===== src/rtl/count_sample_fifo.sv =====
// Captures counter samples (value, direction, wrap flag) into a small FWFT FIFO
// and flags counter wrap events and dropped captures.
module count_sample_fifo #(
  parameter int DATA_WIDTH = 8,
  parameter int FIFO_DEPTH = 4,
  parameter int CNT_WIDTH  = 3
) (
  input  logic                  clk,
  input  logic                  rst_n,
  input  logic [DATA_WIDTH-1:0] qd,
  input  logic                  up_down,
  input  logic                  sample,
  output logic [DATA_WIDTH-1:0] m_data,
  output logic                  m_dir,
  output logic                  m_wrap,
  output logic                  m_valid,
  input  logic                  m_ready,
  output logic [CNT_WIDTH-1:0]  count,
  output logic                  overflow,
  input  logic                  ovf_clear,
  output logic                  wrap_evt
);

  localparam int ADDR_WIDTH = (FIFO_DEPTH > 1) ? $clog2(FIFO_DEPTH) : 1;
  localparam int ENTRY_WIDTH = DATA_WIDTH + 2;
  localparam logic [CNT_WIDTH-1:0] FULL_CNT = CNT_WIDTH'(FIFO_DEPTH);
  localparam logic [DATA_WIDTH-1:0] ALL_ONES = '1;
  localparam logic [DATA_WIDTH-1:0] ZERO = '0;

  logic [ENTRY_WIDTH-1:0] mem [FIFO_DEPTH];
  logic [ADDR_WIDTH-1:0]  wr_ptr;
  logic [ADDR_WIDTH-1:0]  rd_ptr;
  logic [DATA_WIDTH-1:0]  qd_q;
  logic                   wrap_pending;

  logic                   wrap_det;
  logic                   wrap_flag;
  logic                   pop;
  logic                   push;
  logic                   drop;
  logic [CNT_WIDTH-1:0]   count_nxt;

  // A wrap is only the exact terminal-to-terminal step in the current direction;
  // loads or clears that jump elsewhere never qualify.
  always_comb begin
    wrap_det = 1'b0;
    if (up_down && (qd_q == ALL_ONES) && (qd == ZERO))
      wrap_det = 1'b1;
    else if (!up_down && (qd_q == ZERO) && (qd == ALL_ONES))
      wrap_det = 1'b1;
  end

  always_comb begin
    wrap_flag = wrap_pending | wrap_det;
    pop       = m_valid & m_ready;
    push      = sample & ((count != FULL_CNT) | pop);
    drop      = sample & (count == FULL_CNT) & ~pop;
  end

  always_comb begin
    count_nxt = count;
    unique case ({push, pop})
      2'b10:   count_nxt = count + CNT_WIDTH'(1);
      2'b01:   count_nxt = count - CNT_WIDTH'(1);
      default: count_nxt = count;
    endcase
  end

  // Storage is intentionally not reset; pointers and count define validity.
  always_ff @(posedge clk) begin
    if (push)
      mem[wr_ptr] <= {wrap_flag, up_down, qd};
  end

  always_ff @(posedge clk) begin
    if (!rst_n) begin
      qd_q         <= '0;
      wrap_pending <= 1'b0;
      wrap_evt     <= 1'b0;
      wr_ptr       <= '0;
      rd_ptr       <= '0;
      count        <= '0;
      m_valid      <= 1'b0;
      overflow     <= 1'b0;
    end else begin
      qd_q     <= qd;
      wrap_evt <= wrap_det;

      // A successful push absorbs any pending or same-cycle wrap; a drop keeps it.
      if (push)
        wrap_pending <= 1'b0;
      else if (wrap_det)
        wrap_pending <= 1'b1;

      if (push)
        wr_ptr <= wr_ptr + ADDR_WIDTH'(1);
      if (pop)
        rd_ptr <= rd_ptr + ADDR_WIDTH'(1);

      count   <= count_nxt;
      m_valid <= (count_nxt != '0);

      if (drop)
        overflow <= 1'b1;
      else if (ovf_clear)
        overflow <= 1'b0;
    end
  end

  always_comb begin
    {m_wrap, m_dir, m_data} = mem[rd_ptr];
  end

endmodule


===== config.mk =====
export PLATFORM = sky130hd
export DESIGN_NAME = count_sample_fifo
export DESIGN_NICKNAME = d
export VERILOG_FILES = /design/src/rtl/count_sample_fifo.sv
export SDC_FILE = /design/constraint.sdc
export NUM_CORES = 1
export LEC_CHECK = 0
export CORE_ASPECT_RATIO = 0.8
export CORE_MARGIN = 4
export CORE_UTILIZATION = 45
export DETAILED_ROUTE_END_ITERATION = 8
export GPL_TIMING_DRIVEN = 0
export PLACE_DENSITY = 0.67
export SYNTH_ARGS = -nofsm -noshare
export SYNTH_HDL_FRONTEND = slang
export SYNTH_SLANG_ARGS = --single-unit
export TNS_END_PERCENT = 10

===== constraint.sdc =====
create_clock -name clk -period 2 [get_ports clk]
set_input_delay 0.4 -clock clk [delete_from_list [all_inputs] [get_ports clk]]
set_output_delay 0.4 -clock clk [all_outputs]
set_load 0.02 [all_outputs]

# After elaboration in Yosys (flattened, before gate mapping)
# Memory sizes are Yosys's and may differ from the RTL's. A register that Yosys moved wholly into a read port is not among the register bits.
# Index checks and enable logic that the tools add are counted.
# word_totals
memories	1
mem_bits_rw	40
word_cells	46
regBits	19
in_bits	14
# classes
bitwise	8
reduce_logical	10
add_sub_neg	4
muxes	9
n_eq_ne	6
# memory_table
memory	words	width	read_ports	rd_clocked_by_memory_dff	wr	line_no	text
mem	4	10	1	1	1	30	logic [ENTRY_WIDTH-1:0] mem [FIFO_DEPTH];
# ops
operator	n
equality test 8 bit (second input constant)	2
zero test 8 bit	2
2-to-1 mux 1 bit	6
case mux 3 bit (2 select lines)	1
adder 2 x 1 -> 2 bit (second input constant)	2
AND 1 bit	4
logical AND 1 bit	4
2-to-1 mux 2 bit	2
adder 3 x 1 -> 3 bit (second input constant)	1
equality test 3 bit (second input constant)	1
inequality test 3 bit (second input constant)	1
nonzero test 3 bit	1
subtractor 3 x 1 -> 3 bit (second input constant)	1
equality test 2 x 1 -> 1 bit (second input constant)	1
equality test 2 bit (second input constant)	1
inverter 1 bit	2
OR 1 bit	2
nonzero test 2 bit	1
OR reduction 2 bit	1
zero test 1 bit	1

# Depth between registers and ports, before layout
# Gate-level depths: netlist (run 1).
# depth
word_depth	6
depth_mapped	7
ltp_nobuf	7

# Worst setup path after synthesis (run 1)
# OpenSTA, ideal clock, no wires.
# synth_timing
kind	register to register
start	register m_valid
end	register m_valid
setup_ps	116
required_ps	1884
setup_slack_ps	81
path_stages_with_launch	8
period_less_slack_ps	1919
arrival_time_ps	1804
path_cell_list	dfxtp_1 -> and3b_1 -> inv_1 -> fa_1 -> and4b_1 -> a31oi_2 -> mux2i_1 -> a31o_1
# synth_via
elab_chain_len	6
word_cells_on_any_way	7
cone_classes	2 x eq/ne; 1 x mux; 3 x bitwise; 1 x reduce/logical
# synth_lines
item	line_no	text
from (decl)	16	output logic m_valid,
from (signal assigned)	101	m_valid <= (count_nxt != '0);
AND 1 bit *	55	pop = m_valid & m_ready;
OR 1 bit	56	push = sample & ((count != FULL_CNT) | pop);
AND 1 bit	56	
equality test 2 x 1 -> 1 bit or equality test 2 bit (tied branches)	62	unique case ({push, pop})
case mux 3 bit (2 select lines) *	62	
nonzero test 3 bit *	101	
# Every way passes the cells marked *; elsewhere a longest branch is shown, timed or not.
# A chain may end at the register's enable or synchronous reset.

==> results.md, run 1 <==
- Crit end category: primary output
- Clock Skew: 7.72 ps
- Slowest stage delay, CP: 510 ps
- Fin. Hold Viols: 0
- Util after Layout: 58.2%
- Hold depth: 2
- Core area: 5120 um^2
- #FFs+latches synth: 61
- Crit path launch type: flip-flop
- Slowest-stage cell, CP: mux4_2
- Post-synthesis instance area: 2430 um^2
- Post-synthesis simple-gate area fraction: 11.7%
- Worst-margin pin slew: 576 ps
- Root Driver: clkbuf_8
- Post-Route WL: 4410 um
- Dominant synthesized flop cell: edfxtp_1
- Initial antenna violation count: 0
- CTS tree: yes
- Critical path type: reg2out
- Worst reg2reg path depth: 3
- Non-Filler Instances: 261
- DRT Pass-1 Iters: 4
- Post-route minimum period: 1930 ps
- Vias per cell: 5.36
- Synth top area cells: edfxtp_1 49%, dfxtp_1 17%, mux4_2 9.3%
- Post-synthesis compound-gate area fraction: 5.56%
- Share of the synthesized area in the top cell type: 49.4%
- DP HPWL: 2920 um
- Antenna cells: 0
- FF-to-FF Start: count[2]
- PwrDens: 1090 nW/um^2
- IO Count: 30
- Synth Area in Adders: 2.88%
- Routability cong.: 0.819
- H-tree levels: 3
- Placed cells: 245
- DIE AREA: 6650 um^2
- Yosys warning count: 0
- Synth Area in XOR/XNOR: 1.08%
- Tightest Hold Check Type: reg2reg
- Synth Instances: 154
- Netlist cell types: 44
- Total CTS buffers: 9
- Period utilisation layout: 96.5%
- Hold path endpoint: wrap_pending
- Async SR Flop Fraction: 0%
- Largest net degree at the start of global routing: 12
- Max-Cap Viols: 0
- Vias in the first global route: 1442
- Seq/Total Area, Yosys: 66.7%
- Worst-skew pair later-pin latency: 330 ps
- Reg2Reg Capture Point: mem[2][1]
- Unrepaired setup endpoints after global routing: false
- Number of flops mapped to enable cells by yosys: 40
- Outcome: finished, final reports clean
- Die width: 90.2 um
- Crit path max fanout: 10
- Slew Viols, Final: 0
- Top-count cell post-synth: edfxtp_1
- Die H: 73.7 um
- Max Freq: 518 MHz
- Leakage power: 1.05 nW
- Initial core utilization: 47.4%
- Share of cells above drive strength 1: 25.1%
- First DRT Iteration DRCs: 78
- Largest family of logic cells by synthesized area: simple AND/OR/NAND/NOR gates
- Area leader, netlist: edfxtp_1
- Flop2flop setup slack: 100 ps
- GR Util All Layers: 14.7%
- Worst-path clk slew: 60 ps
- Average cell area after synthesis: 15.8 um^2
- Final setup viols: 0
- Critical path cell sequence: buf_12 -> mux4_2 -> buf_2
- Mux contribution to synthesized area: 10.1%
- Hold Crit Start: wrap_pending
- Headroom to the max-slew limit: 61.6%
- Gr ovfl total: 0
- CTS sink cnt: 61
- WP data required: 1600 ps
- Syn Nets: 173
- DRC: 0
- Commonest cells in the netlist: 40 x edfxtp_1, 21 x dfxtp_1, 18 x and2_1
- Post-route ant nets: 0
- WL per Instance: 16.9 um
- CP Data Arrival Time: 1530 ps
- First-pass GRT wire length: 7160 um
- Fin nets: 213
- # port buffers: 29
- Clk buf depth: 2
- Peak supply drop: 543 uV
- Layout area overhead: 22.7%
- Placement Rows: 23
- Vias: 1398
stage by stage:
stage | setup WS, ps | power [mW] | TNS, ps | cell area [um^2] | hold slack [ps]
after CTS | -65.6 | 3.29 | -65.6 | 2970 | 471
after global routing | 0.503 | 3.41 | 0 | 2980 | 495
after detailed placement | -551 | 2.18 | -21470 | 2800 | 459
after global placement | -487 | 2.15 | -17480 | 2800 | 449
final | 69.5 | 3.26 | 0 | 2980 | 469
after floorplan | 80.9 | 1.92 | 0 | 2430 | 436
flip-flops by register name (all words and copies together) (netlist names), named ones only:
name,cells
mem,40
qd_q,8
count,3
rd_ptr,2
wr_ptr,2
m_valid,1
overflow,1
wrap_evt,1
wrap_pending,1
cell families (layout without fill, tap and decap cells):
logic type               Yosys count  count (layout)
XOR/XNOR                           3               3
AO/OA/AOI/OAI                     16              16
multiplexers                      12              12
adder cells (fa/ha/maj)            5               5
buffers and inverters             12              57
flip-flops                        61              61
AND/OR/NAND/NOR                   45              45
report_power, final:
group | switching, mW | internal [mW] | total [mW]
clock | 0.443 | 0.691 | 1.13
sequential | 0.0603 | 1.45 | 1.52
combinational | 0.320 | 0.291 | 0.611
total | 0.823 | 2.44 | 3.26
how the worst max path moves through the flow:
stage / to / start / slack [ps]
after CTS: m_data[5] / flip-flop / -70
final: m_data[5] / flip-flop / 70
after floorplan: m_valid / m_valid / 80
after global routing: mem[2][5] / count[2] / 0.5
after global placement: m_valid / sample / -490
after detailed placement: m_valid / sample / -550
layout by cell type (no fill, tap or decap), types with 2 or more instances in the layout:
master / n
nand4_1: 2
dfxtp_2: 2
dfxtp_1: 19
clkbuf_8: 9
mux4_2: 10
mux2i_1: 2
and2_2: 3
dlygate4sd2_1: 2
inv_1: 8
clkdlybuf4s50_1: 17
and2_1: 15
clkinv_2: 3
bufinv_16: 2
nand2_1: 7
ha_1: 4
nor2b_1: 2
edfxtp_1: 40
o21ai_0: 3
nor2_1: 2
xnor2_1: 3
clkbuf_1: 3
buf_2: 10
critical path: cells and delay by family (launching register included):
family | cells | cell delay, ps
flip-flops | 1 | 360
multiplexers | 1 | 510
buffers and inverters | 2 | 330
per-layer routing:
layer,global-route usage [%],wire [um],vias up
met5,0,0,-
met4,7.81,72,0
met3,5.63,229,8
met2,23.8,2240,47
met1,17.3,1870,682
li1,-,-,661
repair_timing:
| action | CTS | global route |
|---|---|---|
| setup endpoints to repair | 53 | 25 |
| endpoints found under the hold margin | 0 | 0 |
| hold buffers | 0 | 0 |
| buffers inserted | 1 | 0 |
| resized for setup | 46 | 7 |
cell type report:
cell class | instances | area, um^2
Tap cell | 62 | 77.6
Inverter | 8 | 30.0
Clock buffer | 10 | 128
Buffer | 3 | 27.5
Timing Repair Buffer | 30 | 245
Clock inverter | 6 | 78.8
Fill cell | 396 | 2140
Sequential cell | 61 | 1620
Multi-Input combinational cell | 81 | 769
Note: power is estimated with default switching activity, not from simulation.
==> inputs of run 2 (changes only) <==
--- a/config.mk
+++ b/config.mk
@@ -6,11 +6,12 @@
 export NUM_CORES = 1
 export LEC_CHECK = 0
 export CORE_ASPECT_RATIO = 0.8
-export CORE_MARGIN = 4
 export CORE_UTILIZATION = 45
 export DETAILED_ROUTE_END_ITERATION = 8
 export GPL_TIMING_DRIVEN = 0
+export HOLD_SLACK_MARGIN = 0.1
 export PLACE_DENSITY = 0.67
+export SLEW_MARGIN = 20
 export SYNTH_ARGS = -nofsm -noshare
 export SYNTH_HDL_FRONTEND = slang
 export SYNTH_SLANG_ARGS = --single-unit
==> run 2 against run 1 <==
Via count grew 0.86%. Global-route usage grew 4.8 points. Worst hold slack lost 67 ps. Setup slack gained 7.0 ps. Register-to-register slack gained 20 ps. Critical path type unchanged. Flip-flop and latch count is the same. The run now ends with design-rule violations left. Final cell count shrank 0.38%. Combinational power is essentially flat. Maximum frequency grew 0.36%. Sequential power is essentially flat.
==> results.md, run 2 (synthesized netlist as in run 1, its figures left out) <==
- Share of cells above drive strength 1: 25.8% (+0.63 points)
- Crit end category: primary output
- Max-Cap Viols: 0 (unchanged)
- GR Util All Layers: 19.5% (+4.8 points)
- Total CTS buffers: 9 (unchanged)
- Max reg flops: 40 (unchanged)
- Clock power frac: 30.1% (-4.7 points)
- Period utilisation layout: 96.2% (-0.35 points)
- Most frequent cells in the layout: 40 x edfxtp_1, 18 x dfxtp_1, 17 x clkdlybuf4s50_1, 15 x and2_1
- WHS: 402 ps (-66.9 ps)
- Worst-margin pin slew: 554 ps (-22.5 ps)
- Slowest-stage cell, CP: mux4_2
- Unrepaired setup endpoints after global routing: true
- Critical path cell sequence: buf_12 -> mux4_2 -> buf_2
- Initial antenna violation count: 0 (unchanged)
- Vias: 1410 (+0.86%)
- Antenna cells: 0 (unchanged)
- H-tree levels: 3 (unchanged)
- Combinational share of power: 20.1% (+1.4 points)
- Root Driver: clkbuf_8
- Slowest stage delay, CP: 510 ps (about the same)
- Initial core utilization: 47.7% (+0.27 points)
- IO Count: 30 (unchanged)
- Sw Ratio: 27.5% (+2.2 points)
- DRC: 4 (+4)
- CP Data Arrival Time: 1520 ps (about the same)
- Crit path max fanout: 10 (unchanged)
- Top reg by flops: mem
- Post-route minimum period: 1920 ps (-6.96 ps)
- Routability cong.: 0.891 (+8.7%)
- First DRT Iteration DRCs: 116 (+49%)
- Final setup viols: 0 (unchanged)
- Fillers: 402 (+1.5%)
- Crit path launch type: flip-flop
- DIE AREA: 5700 um^2 (-14%)
- Peak supply drop: 472 uV (-13%)
- Worst-skew pair later-pin latency: 340 ps (about the same)
- Max Freq: 520 MHz (+0.36%)
- Clock Skew: 4.30 ps (-3.42 ps)
- Vias in the first global route: 1462 (+1.4%)
- Leakage power: 1.02 nW (-2.6%)
- Multi-input logic area: 769 um^2 (unchanged)
- Outcome: complete, but fails checks
- Post-route ant nets: 0 (unchanged)
- Util after Layout: 57.6% (-0.63 points)
- DP HPWL: 3090 um (+6.0%)
- Layout area overhead: 20.6%
- Failing checks: design-rule violations
- Tightest Hold Check Type: in2reg
- Net switching power: 0.840 mW (+2.0%)
- Largest net degree at the start of global routing: 11 (-1)
- Largest regs: mem (40), qd_q (8), count (3)
- # port buffers: 29 (unchanged)
- Most common cell after layout, fill and taps aside: edfxtp_1
- Sequential share of power: 49.8% (+3.3 points)
- P_int: 2.22 mW (-9.1%)
- Post-Route WL: 4660 um (+5.7%)
- Clk buf depth: 2 (unchanged)
- Post-CTS Setup Inserts: 0 (-1)
- PwrDens: 1040 nW/um^2 (-4.7%)
- CTS sink cnt: 61 (unchanged)
- Vias per cell: 5.42 (+1.2%)
- Worst-path clk slew: 60 ps (about the same)
- Fin nets: 212 (-0.47%)
- Critical path type: reg2out
- Placement Rows: 23 (unchanged)
- Die width: 84.2 um (-6.7%)
- Gr ovfl total: 0 (unchanged)
- Headroom to the max-slew limit: 63.1% (+1.5 points)
- Core area: 5090 um^2 (-0.56%)
- Slew Viols, Final: 0 (unchanged)
- WP data required: 1600 ps (about the same)
- DRT Pass-1 Iters: 6 (+2)
- Sequential cell area: 1630 um^2 (about the same)
- Fin. Hold Viols: 0 (unchanged)
- Cts hold-fix bufs: 0 (unchanged)
- WL per Instance: 17.9 um (+6.1%)
- First-pass GRT wire length: 7670 um (+7.2%)
- Die H: 67.7 um (-8.1%)
- CTS tree: yes
-- run 2: repair_timing --
action,CTS,global route
gates resized for setup,47,9
setup endpoints to repair,53,46
hold endpoints to repair,0,0
-- run 2: final timing paths --
check	end	from	cells past startpoint	slack [ps]
max	m_data[7]	flip-flop	3	80
min	count[1]	sample	3	400
max reg2reg	m_valid	m_valid	7	120
min reg2reg	wrap_pending	wrap_pending	2	470
-- run 2: routing by layer --
| layer | global-route usage (%) | share of wire [%] | vias to the layer above |
|---|---|---|---|
| met1 | 23.9 | 46 | 702 |
| met4 | 7.33 | 1.8 | 0 |
| li1 | - | - | 656 |
| met3 | 9.29 | 6.7 | 9 |
| met2 | 30.3 | 46 | 43 |
| met5 | 0 | 0 | - |
-- run 2: power by group through the flow --
stage	sequential, mW	combinational [mW]	clock (mW)
final	1.52	0.614	0.920
after global routing	1.53	0.671	1.00
after CTS	1.52	0.618	0.943
after detailed placement	1.53	0.653	0
after global placement	1.53	0.630	0
after floorplan	1.55	0.375	0
-- run 2: per-stage QoR --
stage	TNS (ps)	area, um^2	std cells	setup WS (ps)	power (mW)
after floorplan	0	2430	154	80.9	1.92
after global placement	-17480	2800	245	-449	2.16
after detailed placement	-21130	2800	245	-560	2.19
after CTS	-65.5	2930	260	-65.5	3.08
after global routing	-17.3	2930	260	-17.3	3.21
final	0	2930	260	76.4	3.06
-- run 2: cell type report --
| cell class | count | area share [%] |
|---|---|---|
| sequential | 61 | 55.4 |
| buffer | 3 | 0.939 |
| inverter | 8 | 1.02 |
| tap | 62 | 2.65 |
| clock inverter | 5 | 0.896 |
| clock buffer | 11 | 4.82 |
| multi-input combinational | 81 | 26.2 |
| timing repair buffer | 29 | 7.98 |
-- run 2: worst max-delay path: cells and delay by family (launching register included) --
| family | cells | cell delay (ps) |
|---|---|---|
| multiplexers | 1 | 510 |
| buffers and inverters | 2 | 330 |
| flip-flops | 1 | 350 |
==> inputs of run 3 (changes only) <==
--- a/config.mk
+++ b/config.mk
@@ -5,13 +5,14 @@
 export SDC_FILE = /design/constraint.sdc
 export NUM_CORES = 1
 export LEC_CHECK = 0
+export CAP_MARGIN = 0
 export CORE_ASPECT_RATIO = 0.8
 export CORE_UTILIZATION = 45
 export DETAILED_ROUTE_END_ITERATION = 8
 export GPL_TIMING_DRIVEN = 0
 export HOLD_SLACK_MARGIN = 0.1
 export PLACE_DENSITY = 0.67
-export SLEW_MARGIN = 20
+export SLEW_MARGIN = 10
 export SYNTH_ARGS = -nofsm -noshare
 export SYNTH_HDL_FRONTEND = slang
 export SYNTH_SLANG_ARGS = --single-unit
==> results of run 3 <==
Same layout as run 2: the final DEF is identical, and so are final timing and power.
